===== config.mk =====
export PLATFORM = sky130hd
export DESIGN_NAME = output_buffer_ctrl
export DESIGN_NICKNAME = d
export VERILOG_FILES = /design/src/rtl/output_buffer_ctrl.sv
export SDC_FILE = /design/constraint.sdc
export NUM_CORES = 1
export LEC_CHECK = 0
export CAP_MARGIN = 20
export CELL_PAD_IN_SITES_DETAIL_PLACEMENT = 0
export CELL_PAD_IN_SITES_GLOBAL_PLACEMENT = 1
export CORE_ASPECT_RATIO = 1.2
export CORE_MARGIN = 2
export CORE_UTILIZATION = 39
export CTS_CLUSTER_SIZE = 40
export DETAILED_ROUTE_END_ITERATION = 8
export GPL_ROUTABILITY_DRIVEN = 0
export PLACE_DENSITY_LB_ADDON = 0.15
export SLEW_MARGIN = 0
export SYNTH_ARGS = -nofsm -noshare
export SYNTH_HDL_FRONTEND = slang
export SYNTH_SLANG_ARGS = --single-unit

===== constraint.sdc =====
create_clock -name clk -period 2.5 [get_ports clk]
set_input_delay 0.625 -clock clk [delete_from_list [all_inputs] [get_ports clk]]
set_output_delay 0.625 -clock clk [all_outputs]
set_load 0.1 [all_outputs]

===== src/rtl/output_buffer_ctrl.sv =====
// output_buffer_ctrl
//
// Sequences the output_buffer of an ARRAY_N x ARRAY_N systolic array.
// Each K-tile's skewed result stream is captured for LOAD_BEATS cycles and
// then folded into the accumulator. After the last K-tile, ARRAY_N
// accumulated rows are drained under downstream backpressure, and then the
// accumulator is cleared.
//
// Ports:
//   clk, rst      clock, asynchronous active-high reset
//   start         one-cycle job request, sampled only in IDLE
//   k_tiles       K-tiles per job, latched on start (0 is treated as 1)
//   res_valid     first result beat of a tile is present this cycle
//   out_ready     downstream accepts a drained row this cycle
//   abort         synchronous abort of the running job
//   load_en       capture the current result beat
//   load_clear    clear the load stage
//   acc_enable    fold the load stage into the accumulator
//   acc_clear     clear the accumulator
//   out_en        a row transfers this cycle
//   out_row       index of the row transferred while out_en is high
//   tile_idx      current K-tile, 0-based
//   busy          high whenever the controller is not IDLE
//   done          one-cycle pulse on normal completion
//   err_overrun   sticky: a new tile arrived while one was still loading

module output_buffer_ctrl #(
  parameter  int ARRAY_N    = 4,
  parameter  int LOAD_BEATS = 17,
  parameter  int KT_W       = 8,
  localparam int ROW_W      = (ARRAY_N > 1) ? $clog2(ARRAY_N) : 1,
  localparam int BEAT_W     = $clog2(LOAD_BEATS + 1)
) (
  input  logic             clk,
  input  logic             rst,
  input  logic             start,
  input  logic [KT_W-1:0]  k_tiles,
  input  logic             res_valid,
  input  logic             out_ready,
  input  logic             abort,
  output logic             load_en,
  output logic             load_clear,
  output logic             acc_enable,
  output logic             acc_clear,
  output logic             out_en,
  output logic [ROW_W-1:0] out_row,
  output logic [KT_W-1:0]  tile_idx,
  output logic             busy,
  output logic             done,
  output logic             err_overrun
);

  typedef enum logic [2:0] {
    IDLE,
    WAIT_RES,
    LOAD,
    ACC,
    OUT,
    CLEAR,
    ABORT
  } state_t;

  state_t state;
  state_t next_state;

  logic [BEAT_W-1:0] beat_cnt;
  logic [KT_W-1:0]   k_lat;
  logic              last_tile;
  logic              last_row;
  logic              last_beat;

  assign last_tile = (tile_idx == (k_lat - KT_W'(1)));
  assign last_row  = (out_row == ROW_W'(ARRAY_N - 1));
  assign last_beat = (beat_cnt == BEAT_W'(LOAD_BEATS - 1));

  always_ff @(posedge clk or posedge rst) begin
    if (rst) begin
      state <= IDLE;
    end else begin
      state <= next_state;
    end
  end

  // Abort is checked first in every active state so it overrides
  // res_valid, out_ready and completion. The only input-to-output
  // paths are res_valid->load_en in WAIT_RES and out_ready->out_en in OUT.
  always_comb begin
    next_state = state;
    load_en    = 1'b0;
    load_clear = 1'b0;
    acc_enable = 1'b0;
    acc_clear  = 1'b0;
    out_en     = 1'b0;
    done       = 1'b0;
    busy       = (state != IDLE);

    case (state)
      IDLE: begin
        if (start) begin
          next_state = WAIT_RES;
        end
      end
      WAIT_RES: begin
        load_en = res_valid;
        if (abort) begin
          next_state = ABORT;
        end else if (res_valid) begin
          next_state = LOAD;
        end
      end
      LOAD: begin
        load_en = 1'b1;
        if (abort) begin
          next_state = ABORT;
        end else if (last_beat) begin
          next_state = ACC;
        end
      end
      ACC: begin
        acc_enable = 1'b1;
        load_clear = 1'b1;
        if (abort) begin
          next_state = ABORT;
        end else if (last_tile) begin
          next_state = OUT;
        end else begin
          next_state = WAIT_RES;
        end
      end
      OUT: begin
        out_en = out_ready;
        if (abort) begin
          next_state = ABORT;
        end else if (out_ready && last_row) begin
          next_state = CLEAR;
        end
      end
      CLEAR: begin
        acc_clear = 1'b1;
        done      = 1'b1;
        if (abort) begin
          next_state = ABORT;
        end else begin
          next_state = IDLE;
        end
      end
      ABORT: begin
        load_clear = 1'b1;
        acc_clear  = 1'b1;
        next_state = IDLE;
      end
      default: begin
        next_state = IDLE;
      end
    endcase
  end

  // Counters and sticky error flag. Counter updates are suppressed on an
  // abort cycle; the next accepted start reinitialises everything anyway.
  always_ff @(posedge clk or posedge rst) begin
    if (rst) begin
      beat_cnt    <= '0;
      k_lat       <= '0;
      tile_idx    <= '0;
      out_row     <= '0;
      err_overrun <= 1'b0;
    end else begin
      case (state)
        IDLE: begin
          if (start) begin
            k_lat       <= (k_tiles == '0) ? KT_W'(1) : k_tiles;
            tile_idx    <= '0;
            beat_cnt    <= '0;
            out_row     <= '0;
            err_overrun <= 1'b0;
          end
        end
        WAIT_RES: begin
          if (!abort && res_valid) begin
            beat_cnt <= BEAT_W'(1);
          end
        end
        LOAD: begin
          if (!abort) begin
            beat_cnt <= beat_cnt + BEAT_W'(1);
            if (res_valid) begin
              err_overrun <= 1'b1;
            end
          end
        end
        ACC: begin
          if (!abort) begin
            if (res_valid) begin
              err_overrun <= 1'b1;
            end
            if (last_tile) begin
              out_row <= '0;
            end else begin
              tile_idx <= tile_idx + KT_W'(1);
            end
          end
        end
        OUT: begin
          if (!abort && out_ready) begin
            out_row <= last_row ? '0 : out_row + ROW_W'(1);
          end
        end
        default: begin
        end
      endcase
    end
  end

endmodule


==> metrics.csv <==
metric;value;unit
synthTopCellsByArea;dfrtp_1 (38%), nand2_1 (4.0%), mux2_2 (3.8%), ha_1 (3.5%), mux2i_1 (3.4%);
setup_violations;0;
post_synth.cell_area_avg;8.692;sq um
rows;27;
drive_above_1_share;20.33;%
max-cap-violations;0;
grt_pass1_vias;1606;
synth-edff-count;0;
htree_levels;1;
dieArea;5151;sq um
yosysWarnings;0;
fillers;428;
ant_nets;0;
path_cells;inv_1 > ha_2 > or3b_2 > nor4_2 > o2111ai_1 > a211o_1 > a21bo_2 > a32o_1;
fin_util;51.49;%
antenna_cells;0;
synth_top_family_by_area;simple AND/OR/NAND/NOR gates;
dieHeight;78.22;microns
dp_hpwl;3471;microns
yosysSeqAreaShare;37.74;%
holdWs;0.5166;ns
tightest_slew;0.5922;ns
fin_crit_sh;93.56;%
track_usage;19.00;%
cp_slowest_cell;or3b_2;
p_per_area;1193;nW/um^2
dr_total_vias;1622;
switchingPower;1.451;mW
place_ws;0.1214;ns
clkLatencyLatePin;0.27;ns
r2r_slack;0.16;ns
muxShareOfSynthArea;7.128;%
cts_hold_buf;0;
synth_common_cells;dfrtp_1 (27), nand2_1 (19), nor2_1 (15);
die_x;65.85;microns
grt_pass1_wl;7679;microns
cp_top_family;compound AO/OA/AOI/OAI gates;
leakage;1.037;nW
setup_ws;0.1610;ns
synth-main-ff-cell;dfrtp_1;
pwr-share-seq;29.2;%
top_level_ports;32;
combPwrFrac;61.7;%
syn-num-nets;225;
core;4493;sq um
tns;0;ns
clock_path_buffers;2;
clock_skew;0.006178;ns
synth_most_common_cell;dfrtp_1;
max_stage_delay;0.49;ns
grt.overflow.total;0;
start_util;39.85;%
syn_area;1790;sq um
slew_headroom;60.25;%
grt_max_degree;28;
cts_tree;yes;
status;completed;
worst-path-max-fanout;5;
hold_viol;0;
slew_viol_final;0;
cp.arrival;2.50;ns
nNetsFinal;261;
synthXorXnorAreaFrac;4.403;%
crit_buf_inv;1;
pwr-share-clk;9.1;%
synth_compound_area_share;17.12;%
port_buffers;31;
wirelength;4445;microns
ir_worst_vdd;0.6789;mV
worst_setup_path_start_kind;register;
synthCells;206;
switching_share;52.56;%
ys_seq_elements;27;
path_clk_slew;0.10;ns
min_period;2.339;ns
crit_type;register to register;
fmax;427.5;MHz
end_kind;register;
internal_power;1.310;mW
synth_cell_types;51;
ys_async_sr_fraction;100.0;%
hold_class;register to register;
synthAdderAreaFrac;3.494;%
wl_per_cell;14.87;microns
drt-initial-drc-count;64;
cts_buffers;3;
root_buffer;clkbuf_8;
rsz0062_at_grt;false;
route.detailed.drc;0;
detail_route.first_pass.iterations;4;
synthSimpleGateAreaFrac;25.09;%
routed_via_density;5.425;
cp.required;2.66;ns
cts_sinks;27;
antenna_found_initial;0;
synth.top_cell.area_share;37.74;%
syn2layout_area_growth;29.21;%
synth_area_leader_cell;dfrtp_1;
-- cells in the final DEF, fill, tap and decap left out, types with 3 or more instances in the layout --
cell	count
clkbuf_8	3
nand2b_1	8
xnor2_1	4
dfrtp_1	27
nand3b_1	4
mux2i_1	6
nand4_1	3
inv_1	12
nand2_1	19
mux2_2	6
clkdlybuf4s50_1	13
nor2_1	14
o21ai_0	12
nor3_1	7
nor4_2	3
nand3_1	10
a21oi_1	8
a21o_1	3
ha_1	4
buf_4	20
buf_12	7
nor2b_1	3
xor2_1	5
-- registers in the layout, indices dropped and copies added, names as in the netlist --
signal,flops
out_row,2
tile_idx,8
state,3
beat_cnt,5
err_overrun,1
k_lat,8
-- what timing repair did --
| item | in CTS | in global routing |
|---|---|---|
| setup buffers | 0 | 1 |
| endpoints found under the setup margin | 0 | 8 |
| gates resized for setup | 0 | 3 |
| endpoints found under the hold margin | 0 | 0 |
-- worst paths after layout --
kind	startpoint	endpoint	cells after the start
max in group asynchronous	rst	k_lat[7]	3
worst min register to register	err_overrun	err_overrun	2
worst max-delay path	k_lat[1]	out_row[1]	8
worst min-delay path	err_overrun	err_overrun	2
worst max register to register	k_lat[1]	out_row[1]	8
min in group asynchronous	rst	tile_idx[2]	3
-- kinds of logic (layout without fill, tap and decap cells) --
family / Yosys count / after routing
adders and majority gates: 5 / 5
and+or+nand+nor: 85 / 85
xor gates and xnor gates: 9 / 9
muxes: 12 / 12
DFF: 27 / 27
buffers and inverters: 22 / 57
AOI/OAI and AO/OA: 46 / 46
-- final cells by class --
| type | instances | area, sq um | area share (%) |
|---|---|---|---|
| well taps | 58 | 72.57 | 3.137 |
| inverters | 13 | 48.80 | 2.109 |
| flip-flops and latches | 27 | 675.6 | 29.20 |
| clock buffers | 3 | 41.29 | 1.785 |
| clock inverters | 1 | 5.005 | 0.2163 |
| repair buffers | 40 | 420.4 | 18.17 |
| multi-input cells | 157 | 1050 | 45.38 |
-- power groups by stage --
| stage | Clock, mW | Sequential, mW | Combinational (mW) |
|---|---|---|---|
| 4_1_cts | 0.256 | 0.800 | 1.69 |
| 6_report | 0.252 | 0.806 | 1.70 |
| 2_1_floorplan | 0 | 0.924 | 1.06 |
| 3_5_place_dp | 0 | 0.810 | 1.69 |
| 5_1_grt | 0.280 | 0.841 | 1.83 |
| 3_3_place_gp | 0 | 0.802 | 1.67 |
-- worst min-delay path, delay by kind of cell, from the launching register on --
| family | cells | cell delay [ns] |
|---|---|---|
| flip-flops | 1 | 0.37 |
| AO/OA/AOI/OAI | 1 | 0.07 |
| AND/OR/NAND/NOR | 1 | 0.05 |
-- routing by layer --
| layer | vias to the layer above | GRT usage, % | part of all wire [%] |
|---|---|---|---|
| met5 | - | 0 | 0 |
| met4 | 0 | 5.000 | 0.40 |
| met3 | 2 | 2.292 | 2.2 |
| met2 | 16 | 34.75 | 55 |
| met1 | 799 | 23.06 | 42 |
| li1 | 805 | - | - |
-- per-stage QoR --
step	instance area, sq um	total power, mW	cells
finish	2313	2.760	299
detailed placement	2245	2.499	294
global route	2313	2.953	299
CTS	2291	2.750	298
floorplan	1800	1.988	206
global placement	2245	2.467	294
Note: power is estimated with default switching activity, not from simulation.
